[src/rtl/uart_rx_mon_if.sv]
// Read-side handshake of uart_rx_mon: first-word fall-through head byte and its error flags.
interface uart_rx_mon_if;
    logic       rd_valid;
    logic       rd_ready;
    logic [7:0] rd_data;
    logic       rd_perr;
    logic       rd_ferr;
    logic       rd_break;

    modport master (output rd_valid, rd_data, rd_perr, rd_ferr, rd_break, input rd_ready);
    modport slave  (input rd_valid, rd_data, rd_perr, rd_ferr, rd_break, output rd_ready);
endinterface

[src/rtl/uart_rx_mon.sv]
// UART receive monitor: 16x oversampled deserialiser with parity/framing/break
// detection feeding a small FWFT FIFO of flagged bytes with sticky overrun.
module uart_rx_mon #(
    parameter int unsigned BAUD_DIV   = 27,
    parameter int unsigned DATA_BITS  = 8,
    parameter int unsigned PARITY_EN  = 0,
    parameter int unsigned PARITY_ODD = 0,
    parameter int unsigned STOP_BITS  = 1,
    parameter int unsigned FIFO_DEPTH = 16
) (
    input  logic                         clk,
    input  logic                         rst_n,
    input  logic                         rx_in,
    uart_rx_mon_if.master                rd,
    output logic [$clog2(FIFO_DEPTH):0]  level,
    output logic                         overrun,
    input  logic                         ovr_clr,
    output logic                         busy
);

    localparam int unsigned TICK_W = (BAUD_DIV > 1) ? $clog2(BAUD_DIV) : 1;
    localparam int unsigned PTR_W  = $clog2(FIFO_DEPTH);
    localparam int unsigned LVL_W  = PTR_W + 1;
    localparam int unsigned SUB_W  = 4;
    localparam int unsigned BIT_W  = 3;
    localparam int unsigned STOP_W = 1;

    typedef enum logic [2:0] {
        S_IDLE,
        S_START,
        S_DATA,
        S_PAR,
        S_STOP
    } state_t;

    typedef struct packed {
        logic       brk;
        logic       perr;
        logic       ferr;
        logic [7:0] data;
    } entry_t;

    // Two-flop synchroniser; resets to the idle line level
    logic r_rx_meta;
    logic r_rxs;

    always_ff @(posedge clk or negedge rst_n) begin
        if (!rst_n) begin
            r_rx_meta <= 1'b1;
            r_rxs     <= 1'b1;
        end else begin
            r_rx_meta <= rx_in;
            r_rxs     <= r_rx_meta;
        end
    end

    // Free-running oversample tick generator
    logic [TICK_W-1:0] r_tick_cnt;
    logic              w_tick;

    assign w_tick = (r_tick_cnt == TICK_W'(BAUD_DIV - 1));

    always_ff @(posedge clk or negedge rst_n) begin
        if (!rst_n) begin
            r_tick_cnt <= '0;
        end else if (w_tick) begin
            r_tick_cnt <= '0;
        end else begin
            r_tick_cnt <= r_tick_cnt + TICK_W'(1);
        end
    end

    state_t            r_state;
    logic [SUB_W-1:0]  r_sub;
    logic [BIT_W-1:0]  r_bit_cnt;
    logic [STOP_W-1:0] r_stop_cnt;
    logic [7:0]        r_shift;
    logic              r_par_bit;
    logic              r_ferr;
    logic              r_stop0_first;
    logic              r_need_idle;
    logic              r_busy;

    state_t            w_state_nxt;
    logic [SUB_W-1:0]  w_sub_nxt;
    logic [BIT_W-1:0]  w_bit_nxt;
    logic [STOP_W-1:0] w_stop_nxt;
    logic [7:0]        w_shift_nxt;
    logic              w_par_nxt;
    logic              w_ferr_nxt;
    logic              w_stop0_nxt;
    logic              w_need_idle_nxt;
    logic              w_push;
    entry_t            w_entry;

    always_ff @(posedge clk or negedge rst_n) begin
        if (!rst_n) begin
            r_state       <= S_IDLE;
            r_sub         <= '0;
            r_bit_cnt     <= '0;
            r_stop_cnt    <= '0;
            r_shift       <= '0;
            r_par_bit     <= 1'b0;
            r_ferr        <= 1'b0;
            r_stop0_first <= 1'b0;
            r_need_idle   <= 1'b1;
            r_busy        <= 1'b0;
        end else begin
            r_state       <= w_state_nxt;
            r_sub         <= w_sub_nxt;
            r_bit_cnt     <= w_bit_nxt;
            r_stop_cnt    <= w_stop_nxt;
            r_shift       <= w_shift_nxt;
            r_par_bit     <= w_par_nxt;
            r_ferr        <= w_ferr_nxt;
            r_stop0_first <= w_stop0_nxt;
            r_need_idle   <= w_need_idle_nxt;
            r_busy        <= (w_state_nxt != S_IDLE);
        end
    end

    // Frame FSM: all sampling happens on tick; a bit is taken when the sub-counter hits 15
    always_comb begin
        w_state_nxt     = r_state;
        w_sub_nxt       = r_sub;
        w_bit_nxt       = r_bit_cnt;
        w_stop_nxt      = r_stop_cnt;
        w_shift_nxt     = r_shift;
        w_par_nxt       = r_par_bit;
        w_ferr_nxt      = r_ferr;
        w_stop0_nxt     = r_stop0_first;
        w_need_idle_nxt = r_need_idle;
        w_push          = 1'b0;
        w_entry         = '0;

        case (r_state)
            S_IDLE: begin
                if (w_tick) begin
                    if (r_need_idle) begin
                        if (r_rxs) begin
                            w_need_idle_nxt = 1'b0;
                        end
                    end else if (!r_rxs) begin
                        w_state_nxt = S_START;
                        w_sub_nxt   = '0;
                        w_bit_nxt   = '0;
                        w_stop_nxt  = '0;
                        w_shift_nxt = '0;
                        w_par_nxt   = 1'b0;
                        w_ferr_nxt  = 1'b0;
                        w_stop0_nxt = 1'b0;
                    end
                end
            end

            S_START: begin
                if (w_tick) begin
                    if (r_sub == SUB_W'(7)) begin
                        w_sub_nxt   = '0;
                        w_state_nxt = r_rxs ? S_IDLE : S_DATA;
                    end else begin
                        w_sub_nxt = r_sub + SUB_W'(1);
                    end
                end
            end

            S_DATA: begin
                if (w_tick) begin
                    w_sub_nxt = r_sub + SUB_W'(1);
                    if (r_sub == SUB_W'(15)) begin
                        w_shift_nxt[r_bit_cnt] = r_rxs;
                        if (r_bit_cnt == BIT_W'(DATA_BITS - 1)) begin
                            w_bit_nxt   = '0;
                            w_state_nxt = (PARITY_EN != 0) ? S_PAR : S_STOP;
                        end else begin
                            w_bit_nxt = r_bit_cnt + BIT_W'(1);
                        end
                    end
                end
            end

            S_PAR: begin
                if (w_tick) begin
                    w_sub_nxt = r_sub + SUB_W'(1);
                    if (r_sub == SUB_W'(15)) begin
                        w_par_nxt   = r_rxs;
                        w_state_nxt = S_STOP;
                    end
                end
            end

            S_STOP: begin
                if (w_tick) begin
                    w_sub_nxt = r_sub + SUB_W'(1);
                    if (r_sub == SUB_W'(15)) begin
                        w_ferr_nxt  = r_ferr | ~r_rxs;
                        w_stop0_nxt = (r_stop_cnt == '0) ? ~r_rxs : r_stop0_first;
                        if (r_stop_cnt == STOP_W'(STOP_BITS - 1)) begin
                            w_push          = 1'b1;
                            w_state_nxt     = S_IDLE;
                            w_need_idle_nxt = w_ferr_nxt;
                        end else begin
                            w_stop_nxt = r_stop_cnt + STOP_W'(1);
                        end
                    end
                end
            end

            default: begin
                w_state_nxt = S_IDLE;
            end
        endcase

        // Entry reflects the final stop sample taken this cycle
        w_entry.data = r_shift;
        w_entry.ferr = w_ferr_nxt;
        w_entry.perr = (PARITY_EN != 0) && (((^r_shift) ^ r_par_bit) != 1'(PARITY_ODD));
        w_entry.brk  = (r_shift == '0) && ((PARITY_EN == 0) || !r_par_bit) && w_stop0_nxt;
    end

    // FIFO with registered head entry
    entry_t           r_mem [FIFO_DEPTH];
    logic [PTR_W-1:0] r_wr_ptr;
    logic [PTR_W-1:0] r_rd_ptr;
    logic [LVL_W-1:0] r_level;
    logic             r_rd_valid;
    entry_t           r_head;
    logic             r_overrun;

    logic             w_pop;
    logic             w_full;
    logic             w_wr_en;
    logic             w_ovr_set;
    logic [LVL_W-1:0] w_level_nxt;
    entry_t           w_head_nxt;

    assign w_pop     = r_rd_valid & rd.rd_ready;
    assign w_full    = (r_level == LVL_W'(FIFO_DEPTH));
    assign w_wr_en   = w_push & (~w_full | w_pop);
    assign w_ovr_set = w_push & w_full & ~w_pop;

    always_comb begin
        w_level_nxt = r_level;
        if (w_wr_en && !w_pop) begin
            w_level_nxt = r_level + LVL_W'(1);
        end else if (!w_wr_en && w_pop) begin
            w_level_nxt = r_level - LVL_W'(1);
        end
    end

    // Head changes only on a push into an empty FIFO or on a pop with data behind it
    always_comb begin
        w_head_nxt = r_head;
        if (w_wr_en && (r_level == '0)) begin
            w_head_nxt = w_entry;
        end else if (w_pop) begin
            if (w_wr_en && (r_level == LVL_W'(1))) begin
                w_head_nxt = w_entry;
            end else if (r_level > LVL_W'(1)) begin
                w_head_nxt = r_mem[r_rd_ptr + PTR_W'(1)];
            end
        end
    end

    always_ff @(posedge clk) begin
        if (w_wr_en) begin
            r_mem[r_wr_ptr] <= w_entry;
        end
    end

    always_ff @(posedge clk or negedge rst_n) begin
        if (!rst_n) begin
            r_wr_ptr   <= '0;
            r_rd_ptr   <= '0;
            r_level    <= '0;
            r_rd_valid <= 1'b0;
            r_head     <= '0;
            r_overrun  <= 1'b0;
        end else begin
            if (w_wr_en) begin
                r_wr_ptr <= r_wr_ptr + PTR_W'(1);
            end
            if (w_pop) begin
                r_rd_ptr <= r_rd_ptr + PTR_W'(1);
            end
            r_level    <= w_level_nxt;
            r_rd_valid <= (w_level_nxt != '0);
            r_head     <= w_head_nxt;
            if (w_ovr_set) begin
                r_overrun <= 1'b1;
            end else if (ovr_clr) begin
                r_overrun <= 1'b0;
            end
        end
    end

    assign rd.rd_valid = r_rd_valid;
    assign rd.rd_data  = r_head.data;
    assign rd.rd_perr  = r_head.perr;
    assign rd.rd_ferr  = r_head.ferr;
    assign rd.rd_break = r_head.brk;
    assign level       = r_level;
    assign overrun     = r_overrun;
    assign busy        = r_busy;

endmodule

[src/flat_wrapper.sv]
// flat-port wrapper written by rule: the top's interface ports become plain ports
module uart_rx_mon_flat 
#(
    parameter int unsigned BAUD_DIV   = 27,
    parameter int unsigned DATA_BITS  = 8,
    parameter int unsigned PARITY_EN  = 0,
    parameter int unsigned PARITY_ODD = 0,
    parameter int unsigned STOP_BITS  = 1,
    parameter int unsigned FIFO_DEPTH = 16
)
  (clk, rst_n, rx_in, level, overrun, ovr_clr, busy, rd_rd_valid, rd_rd_data, rd_rd_perr, rd_rd_ferr, rd_rd_break, rd_rd_ready);
  uart_rx_mon_if rd_i ();
  input  logic clk;
  input  logic rst_n;
  input  logic rx_in;
  output logic [$clog2(FIFO_DEPTH):0] level;
  output logic overrun;
  input  logic ovr_clr;
  output logic busy;
  output wire logic [$bits(rd_i.rd_valid)-1:0] rd_rd_valid;
  output wire logic [$bits(rd_i.rd_data)-1:0] rd_rd_data;
  output wire logic [$bits(rd_i.rd_perr)-1:0] rd_rd_perr;
  output wire logic [$bits(rd_i.rd_ferr)-1:0] rd_rd_ferr;
  output wire logic [$bits(rd_i.rd_break)-1:0] rd_rd_break;
  input wire logic [$bits(rd_i.rd_ready)-1:0] rd_rd_ready;
  assign rd_rd_valid = rd_i.rd_valid;
  assign rd_rd_data = rd_i.rd_data;
  assign rd_rd_perr = rd_i.rd_perr;
  assign rd_rd_ferr = rd_i.rd_ferr;
  assign rd_rd_break = rd_i.rd_break;
  assign rd_i.rd_ready = rd_rd_ready;
  uart_rx_mon #(.BAUD_DIV(BAUD_DIV), .DATA_BITS(DATA_BITS), .PARITY_EN(PARITY_EN), .PARITY_ODD(PARITY_ODD), .STOP_BITS(STOP_BITS), .FIFO_DEPTH(FIFO_DEPTH)) u_core (.clk(clk), .rst_n(rst_n), .rx_in(rx_in), .rd(rd_i), .level(level), .overrun(overrun), .ovr_clr(ovr_clr), .busy(busy));
endmodule
[config.mk]
export PLATFORM = sky130hd
export DESIGN_NAME = uart_rx_mon_flat
export DESIGN_NICKNAME = d
export VERILOG_FILES = /design/src/rtl/uart_rx_mon_if.sv /design/src/rtl/uart_rx_mon.sv /design/src/flat_wrapper.sv
export SDC_FILE = /design/constraint.sdc
export NUM_CORES = 1
export LEC_CHECK = 0
export ABC_CLOCK_PERIOD_IN_PS = 4120
export BUFFER_PORTS_ARGS = -buffer_cell sky130_fd_sc_hd__clkbuf_2
export CORE_UTILIZATION = 50
export CTS_CLUSTER_DIAMETER = 120
export DETAILED_ROUTE_END_ITERATION = 6
export PLACE_DENSITY = 0.77
export SLEW_MARGIN = 10
export SYNTH_ARGS = -nofsm -noshare
export SYNTH_HDL_FRONTEND = slang
export SYNTH_SLANG_ARGS = --single-unit
[constraint.sdc]
create_clock -name clk -period 4.12 [get_ports clk]
set_clock_uncertainty 0.1 [all_clocks]
set_input_delay 1.03 -clock clk [delete_from_list [all_inputs] [get_ports clk]]
set_output_delay 1.03 -clock clk [all_outputs]
set_load 0.1 [all_outputs]
==> results.yml, run 1 <==
outcome:
  status: "finished clean"
worst_setup_path:
  worst-setup-path-type: "reg -> reg"
  critPathSlowestCell: "nor2_1"
  arrival_ns: 3.49
  startpoint_type: "register"
  critPathRequiredTime_ns: 4.14
  path_max_fanout: 12
  cpPeakStageDelay_ns: 0.76
  path_cells: "inv_1 -> ha_1 -> nand4b_4 -> or4_4 -> a21oi_1 -> nand3_1 -> nor2_1"
  end_kind: "register"
  rrSetupSlack_ns: 0.65
sta:
  setup_tns_ns: 0
  rsz0062_at_grt: "no"
  final_hold_viol_count: 0
  slew_headroom: 0.218
  setup_violations: 0
  slew_viol_final: 0
  fmax_mhz: 288
  tightestPinTransition_ns: 1.17
  period_share: 0.843
  fin_crit_ns: 3.47
grt:
  antenna_found_initial: 0
  grt_max_degree: 42
  gr-total-overflow: 0
  grt_pass1_wl_mm: 32.3
  grt_pass1_vias: 5690
  track_usage: 0.232
logic_synthesis:
  async_flop_share: 0.252
  avgSynthCellArea_um2: 15.0
  dominantRegCellSynth: "edfxtp_1"
  synth_edf_count: 160
  syn_inst: 613
  synthesis.nets: 632
  ys.warnings.count: 0
  synth.distinct_cells: 57
  ys_seq_area_frac: 0.670
  synth-seq-cells: 214
  syn-cell-area_mm2: 0.00920
clock_network:
  root_buffer: "clkbuf_16"
  cts_inserted_buffers: 22
  cts_max_level: 1
  cts_tree: "done"
  post_cts_buffers: 0
  cts.repair.resized: 0
  cts_buffer_depth: 3
  cts_sinks: 214
  cts_hold_buf: 0
  clk_pin_slew_ns: 0.06
  clk_latency_ns: 0.50
detailed_routing:
  drtIter0Drc: 672
  avgRoutedWirePerCell_um: 23.4
  dr.pass1.iters: 7
  viasPerCell: 6.35
  vias: 5582
  wirelength_mm: 20.6
  ant_nets: 0
  drc: 0
cells_and_area:
  final_cell_mix: "edfxtp_1, dfrtp_1, mux4_2"
  fillers: 1347
  drive_gt1_frac: 0.186
  syn2layout_area_growth_pct: 11.9
  n_antenna_cell: 0
  final_common_cell: "edfxtp_1"
  final_net_count: 653
  final_area_mm2: 0.0103
  seq_area_mm2: 0.00616
  multi_input_area_mm2: 0.00280
pwr:
  p_leak_uw: 0.00398
  ir_drop_mv: 0.542
  p_per_area_mw_per_mm2: 564
place:
  place_congestion: 0.892
  portBuffers: 22
  dp_hpwl_mm: 13.0
  placed_cell_area_mm2: 0.00955
min_path:
  worstHoldPathType: "reg -> reg"
floorplanning:
  die_w_um: 138
  num_io_pins: 24
  initial_core_util: 0.510
  core_mm2: 0.0180
  num_rows: 49
  dieHeight_um: 138
  die_area_mm2: 0.0189
flow_run:
  maxCapViolCount: 0
cell usage after synthesis (all sizes together) (4+ instances only):
| master | instances | area, um2 |
|---|---|---|
| mux4 | 40 | 901 |
| a21boi | 19 | 143 |
| nand3b | 4 | 30.0 |
| a21oi | 6 | 30.0 |
| nor3 | 9 | 45.0 |
| nand2 | 32 | 120 |
| o22ai | 10 | 62.6 |
| clkbuf | 22 | 82.6 |
| xnor2 | 9 | 78.8 |
| edfxtp | 160 | 4800 |
| nand4 | 5 | 31.3 |
| a31oi | 6 | 37.5 |
| dfrtp | 51 | 1280 |
| mux2i | 5 | 50.1 |
| nand3 | 10 | 50.1 |
| inv | 34 | 128 |
| o21ai | 29 | 145 |
| buf | 11 | 51.3 |
| o31ai | 12 | 90.1 |
| o211ai | 4 | 30.0 |
| and2 | 11 | 68.8 |
| nand2b | 6 | 37.5 |
| nor4 | 16 | 115 |
| nor2 | 39 | 146 |
| a22o | 4 | 35.0 |
| ha | 14 | 175 |
metal layers:
layer	vias up	GRT usage	wire [um]
met4	0	0.0855	565
met5	-	0	0
met2	286	0.393	10500
met3	40	0.0313	1340
li1	2394	-	-
met1	2862	0.304	8190
registers in the layout, summed over array words and instances, names as in the netlist, 4 cells and up:
name               flops
u_core.r_rd_ptr        4
u_core.level           5
u_core.r_tick_cnt      5
u_core.rd.rd_data      8
u_core.r_wr_ptr        4
u_core.r_mem         160
u_core.r_shift         8
u_core.r_sub           4
power breakdown:
group	internal, uW	switching, uW	leakage, uW
clock	1210	811	0.000360
sequential	2360	136	0.00256
combinational	407	883	0.00106
logic make-up (layout without fill, tap and decap cells):
| logic type | Yosys count | after routing | synth area share |
|---|---|---|---|
| simple gates | 150 | 150 | 0.0873 |
| flops | 214 | 214 | 0.670 |
| buf+inv | 67 | 104 | 0.0284 |
| mux | 46 | 46 | 0.105 |
| other cells | 1 | 1 | 0.000408 |
| xor+xnor | 12 | 12 | 0.0114 |
| compound gates | 109 | 109 | 0.0793 |
| fa+ha+maj | 14 | 14 | 0.0190 |
area by class of cell:
type / count / share of cell area
tap: 229 / 0.0278
sequential: 214 / 0.598
inverter: 34 / 0.0124
timing repair buffer: 30 / 0.0165
clock inverter: 15 / 0.0158
clock buffer: 25 / 0.0566
multi-input combinational: 332 / 0.272
metrics by stage:
stage / setup WS, ns / std cells / hold slack [ns] / power, uW / util
global placement: 0.828 / 839 / 0.248 / 3760 / 0.530
detailed placement: 0.643 / 839 / 0.248 / 3820 / 0.530
CTS: 0.591 / 879 / 0.256 / 5830 / 0.571
floorplan: 0.624 / 613 / 0.245 / 3550 / -
finish: 0.649 / 879 / 0.255 / 5810 / 0.571
global route: 0.343 / 879 / 0.262 / 6000 / 0.571
worst max-delay path: cells and delay by family, from the launching register on:
kind | cells | cell delay [ns]
AO/OA/AOI/OAI | 1 | 0.46
buffers and inverters | 1 | 0.07
flip-flops | 1 | 0.41
adder cells (fa/ha/maj) | 1 | 0.22
AND/OR/NAND/NOR | 4 | 1.82
path summary, 6_finish.rpt:
path	start	end	depth (start not counted)
max	u_core.r_tick_cnt[0]	u_core.r_mem[12][7]	7
min	u_core.r_rx_meta	u_core.r_rxs	0
max reg2reg	u_core.r_tick_cnt[0]	u_core.r_mem[12][7]	7
min reg2reg	u_core.r_rx_meta	u_core.r_rxs	0
max in group asynchronous	rst_n	u_core.r_need_idle	2
min in group asynchronous	rst_n	u_core.overrun	1
(Power assumes the default switching activity.)
==> inputs of run 2 (changes only) <==
--- a/config.mk
+++ b/config.mk
@@ -5,12 +5,12 @@
 export SDC_FILE = /design/constraint.sdc
 export NUM_CORES = 1
 export LEC_CHECK = 0
-export ABC_CLOCK_PERIOD_IN_PS = 4120
+export ABC_CLOCK_PERIOD_IN_PS = 2780
 export BUFFER_PORTS_ARGS = -buffer_cell sky130_fd_sc_hd__clkbuf_2
 export CORE_UTILIZATION = 50
 export CTS_CLUSTER_DIAMETER = 120
 export DETAILED_ROUTE_END_ITERATION = 6
-export PLACE_DENSITY = 0.77
+export PLACE_DENSITY = 0.8
 export SLEW_MARGIN = 10
 export SYNTH_ARGS = -nofsm -noshare
 export SYNTH_HDL_FRONTEND = slang
==> constraint.sdc (replaced) <==
create_clock -name clk -period 2.78 [get_ports clk]
set_clock_uncertainty 0.1 [all_clocks]
set_input_delay 0.695 -clock clk [delete_from_list [all_inputs] [get_ports clk]]
set_output_delay 0.695 -clock clk [all_outputs]
set_load 0.1 [all_outputs]
==> results.yml, run 2 (same netlist as run 1, synthesis figures left out) <==
grt:
  grt_pass1_vias: 5570
  grt_pass1_wl_mm: 30.9
  grt_max_degree: 47
  gr-total-overflow: 0
  antenna_found_initial: 0
  track_usage: 0.221
min_path:
  worstHoldPathType: "in -> async"
sta:
  setup_violations: 0
  slew_viol_final: 0
  fmax_mhz: 366
  slew_headroom: 0.456
  fin_crit_ns: 2.74
  final_hold_viol_count: 0
  worst_slack_ns: 0.0441
  tightestPinTransition_ns: 0.813
  period_share: 0.984
detailed_routing:
  wirelength_mm: 20.3
  vias: 5566
  drc: 0
  ant_nets: 0
  avgRoutedWirePerCell_um: 22.3
  drtIter0Drc: 488
  viasPerCell: 6.12
  dr.pass1.iters: 7
cells_and_area:
  stdcell_count: 910
  n_antenna_cell: 0
  largest_register: "u_core.r_mem"
  multi_input_area_mm2: 0.00293
  final_cell_mix: "edfxtp_1, dfrtp_1, mux4_2"
  seq_area_mm2: 0.00616
  fillers: 1296
  largest_reg_flops: 160
  drive_gt1_frac: 0.250
  syn2layout_area_growth_pct: 15.8
  final_net_count: 685
  final_common_cell: "edfxtp_1"
floorplanning:
  core_mm2: 0.0180
  num_io_pins: 24
  num_rows: 49
  die_w_um: 138
  dieHeight_um: 138
  die_area_mm2: 0.0189
  initial_core_util: 0.510
clock_network:
  clk_pin_slew_ns: 0.06
  cts_max_level: 1
  cts_inserted_buffers: 21
  cts_tree: "done"
  clk_latency_ns: 0.49
  cts_sinks: 214
  cts_hold_buf: 0
  root_buffer: "clkbuf_16"
  cts_buffer_depth: 3
place:
  dp_cells: 866
  pre_cts_slack_ns: -0.0737
  dp_hpwl_mm: 13.1
  place_congestion: 0.898
  portBuffers: 22
worst_setup_path:
  cp_top_family: "simple AND/OR/NAND/NOR gates"
  cp_num_buf_inv: 1
  r2r_end: "u_core.rd.rd_valid"
  critPathSlowestCell: "or4_1"
  cpPeakStageDelay_ns: 0.53
  rrSetupSlack_ns: 0.04
  end_kind: "register"
  path_cells: "inv_1 -> ha_2 -> nand4b_4 -> or4_4 -> or4_1 -> a22oi_2 -> or4b_1"
  rr_worst_depth: 7
  r2r-start: "u_core.r_tick_cnt[0]"
  startpoint_type: "register"
  arrival_ns: 3.00
  crit_path_start: "u_core.r_tick_cnt[0]"
  path_max_fanout: 5
  worst-setup-path-type: "reg -> reg"
  critPathRequiredTime_ns: 3.04
flow_run:
  maxCapViolCount: 0
pwr:
  ir_drop_mv: 0.655
  p_leak_uw: 0.00413
  p_per_area_mw_per_mm2: 804
outcome:
  status: "finished clean"
-- run 2: metrics by stage --
stage / util / total power (uW) / cell area (um2) / TNS [ns] / hold slack (ns)
finish: 0.591 / 8570 / 10700 / 0 / 0.145
global route: 0.591 / 8830 / 10700 / -0.00772 / 0.187
CTS: 0.585 / 8590 / 10500 / 0 / 0.169
detailed placement: 0.545 / 5820 / 9830 / -3.53 / 0.250
global placement: 0.545 / 5760 / 9830 / 0 / 0.247
floorplan: - / 5280 / 9270 / 0 / 0.245
-- run 2: layout make-up --
type                    count  share of cell area
clock buffers              27              0.0543
clock inverters            11              0.0102
inverters                  34              0.0120
multi-input cells         334               0.275
flip-flops and latches    214               0.579
well taps                 229              0.0269
repair buffers             61              0.0425
-- run 2: how the worst max path moves through the flow --
| stage | end | slack, ns | cells past startpoint |
|---|---|---|---|
| after global placement | u_core.r_mem[0][1] | 0.05 | 7 |
| after CTS | u_core.r_mem[14][9] | 0.002 | 8 |
| after floorplan | u_core.r_mem[0][0] | 0.002 | 6 |
| after global routing | u_core.rd.rd_valid | -0.008 | 7 |
| after detailed placement | u_core.r_mem[4][2] | -0.07 | 8 |
| final | u_core.rd.rd_valid | 0.04 | 7 |
-- run 2: layer usage --
metal / wire length, um / vias up / share of wire / track usage
met2: 10600 / 248 / 0.52 / 0.390
met3: 1160 / 50 / 0.057 / 0.0228
met1: 7970 / 2792 / 0.39 / 0.281
met4: 619 / 0 / 0.030 / 0.0861
li1: - / 2476 / - / -
met5: 0 / - / 0 / 0
-- run 2: worst reg2reg max path, stage by stage, from the launching register on --
cell	delay, ns
dfrtp_1	0.42
inv_1	0.08
ha_2	0.21
nand4b_4	0.15
or4_4	0.51
or4_1	0.53
a22oi_2	0.16
or4b_1	0.45
-- run 2: timing repair --
| item | in CTS | in global routing |
|---|---|---|
| setup endpoints to repair | 70 | 91 |
| pin swaps | 0 | 4 |
| resized for setup | 7 | 9 |
| setup buffers | 0 | 4 |
| gates cloned | 0 | 2 |
-- run 2: where the power goes --
group / internal (uW) / leakage [uW] / switching (uW)
logic: 726 / 0.00123 / 1390
registers: 3500 / 0.00256 / 149
clock network: 1660 / 0.000340 / 1150
total: 5880 / 0.00413 / 2680
==> inputs of run 3 (changes only) <==
--- a/config.mk
+++ b/config.mk
@@ -10,7 +10,8 @@
 export CORE_UTILIZATION = 50
 export CTS_CLUSTER_DIAMETER = 120
 export DETAILED_ROUTE_END_ITERATION = 6
-export PLACE_DENSITY = 0.8
+export PLACE_DENSITY = 0.69
+export SETUP_SLACK_MARGIN = 0.2
 export SLEW_MARGIN = 10
 export SYNTH_ARGS = -nofsm -noshare
 export SYNTH_HDL_FRONTEND = slang
==> results.yml, run 3 (same netlist as run 1, synthesis figures left out) <==
detailed_routing:
  met3WireLength_mm: 1.31
  drtIter0Drc: 476
  route.met2.wl_mm: 9.60
  vias: 5440
  dr.pass1.iters: 5
  ant_nets: 0
  drc: 0
  drt-met1-wl_mm: 8.56
  top_layer: "met4"
  wirelength_mm: 20.0
  viasPerCell: 6.00
  avgRoutedWirePerCell_um: 22.1
worst_setup_path:
  startpoint_type: "register"
  end_kind: "register"
  critPathRequiredTime_ns: 3.05
  worst-setup-path-type: "reg -> reg"
  path_max_fanout: 4
  arrival_ns: 2.85
sta:
  period_share: 0.929
  worst_slack_ns: 0.196
  slew_headroom: 0.487
  fmax_mhz: 387
  fin_crit_ns: 2.58
  setup_tns_ns: 0
  tightestPinTransition_ns: 0.769
  rsz0062_at_grt: "yes"
  final_hold_viol_count: 0
  slew_viol_final: 0
  setup_violations: 0
grt:
  track_usage: 0.222
  grt_pass1_wl_mm: 31.0
  grt_max_degree: 42
  grt_pass1_vias: 5330
  gr-total-overflow: 0
  antenna_found_initial: 0
floorplanning:
  die_w_um: 138
  initial_core_util: 0.510
  num_rows: 49
  die_area_mm2: 0.0189
  dieHeight_um: 138
  num_io_pins: 24
  core_mm2: 0.0180
place:
  dp_hpwl_mm: 13.1
  pre_cts_slack_ns: -0.00254
  place_congestion: 0.888
  dp_cells: 858
  portBuffers: 22
  placed_cell_area_mm2: 0.00980
pwr:
  switching_share: 0.311
  p_clk_frac: 0.327
  p_int_uw: 5890
  ir_drop_mv: 1.46
  p_sw_uw: 2660
  p_leak_uw: 0.00413
  pwr-share-seq: 0.428
  p_per_area_mw_per_mm2: 801
  pwr-share-comb: 0.245
cells_and_area:
  largest_register: "u_core.r_mem"
  utilization: 0.593
  final_cell_mix: "edfxtp_1, dfrtp_1, mux4_2"
  syn2layout_area_growth_pct: 16.1
  drive_gt1_frac: 0.248
  fillers: 1327
  n_antenna_cell: 0
  largest_reg_flops: 160
  stdcell_count: 906
  final_common_cell: "edfxtp_1"
  final_area_mm2: 0.0107
  final_net_count: 680
clock_network:
  cts_tree: "done"
  cts_buffer_depth: 3
  clk_latency_ns: 0.50
  cts_sinks: 214
  root_buffer: "clkbuf_16"
  clk_pin_slew_ns: 0.06
  cts_inserted_buffers: 22
  cts_max_level: 1
min_path:
  worstHoldPathType: "in -> async"
flow_run:
  maxCapViolCount: 0
outcome:
  status: "finished clean"
==> run 3: repair_timing <==
item,CTS,global route
resized for setup,7,9
endpoints found under the setup margin,161,121
pin swaps,1,6
setup buffers,2,6
hold buffers,0,0
hold endpoints to repair,0,0
==> run 3: path summary, 6_finish.rpt <==
| kind | from | end | slack (ns) | cells after the start |
|---|---|---|---|---|
| max | u_core.r_tick_cnt[0] | u_core.rd.rd_valid | 0.20 | 7 |
| min | rst_n | u_core.r_sub[2] | 0.09 | 1 |
| max reg2reg | u_core.r_tick_cnt[0] | u_core.rd.rd_valid | 0.20 | 7 |
| min reg2reg | u_core.r_rx_meta | u_core.r_rxs | 0.26 | 0 |
| max in group asynchronous | rst_n | u_core.r_need_idle | 1.85 | 2 |
| min in group clk | rx_in | u_core.r_rx_meta | 0.18 | 1 |
==> run 3: area by class of cell <==
type                    instances  area [um2]  share of cell area
flip-flops and latches        214        6170               0.578
clock buffers                  32         629              0.0589
well taps                     229         287              0.0268
inverters                      34         128              0.0119
repair buffers                 57         460              0.0431
clock inverters                 8        62.6             0.00586
multi-input cells             332        2940               0.276
==> run 3: metrics by stage <==
| stage | total power [uW] | hold WS, ns |
|---|---|---|
| global placement | 5750 | 0.250 |
| floorplan | 5290 | 0.245 |
| finish | 8550 | 0.0851 |
| global route | 8860 | 0.122 |
| CTS | 8600 | 0.0953 |
| detailed placement | 5800 | 0.251 |
==> run 3: layer usage <==
layer	global-route usage	vias to the layer above
met5	0	-
li1	-	2455
met1	0.314	2737
met2	0.348	210
met4	0.0769	0
met3	0.0386	38
==> run 3: power groups by stage <==
stage / sequential (uW) / clock, uW / combinational (uW)
6_report: 3660 / 2800 / 2090
3_5_place_dp: 3720 / 0 / 2080
2_1_floorplan: 4070 / 0 / 1220
3_3_place_gp: 3720 / 0 / 2030
5_1_grt: 3680 / 2960 / 2210
4_1_cts: 3660 / 2850 / 2090
==> run 3: critical path: stages (launching register included) <==
cell	delay [ns]
dfrtp_1	0.39
inv_2	0.07
ha_4	0.15
nand4b_4	0.13
or4_4	0.53
or4_1	0.51
a22oi_1	0.14
or4b_1	0.44
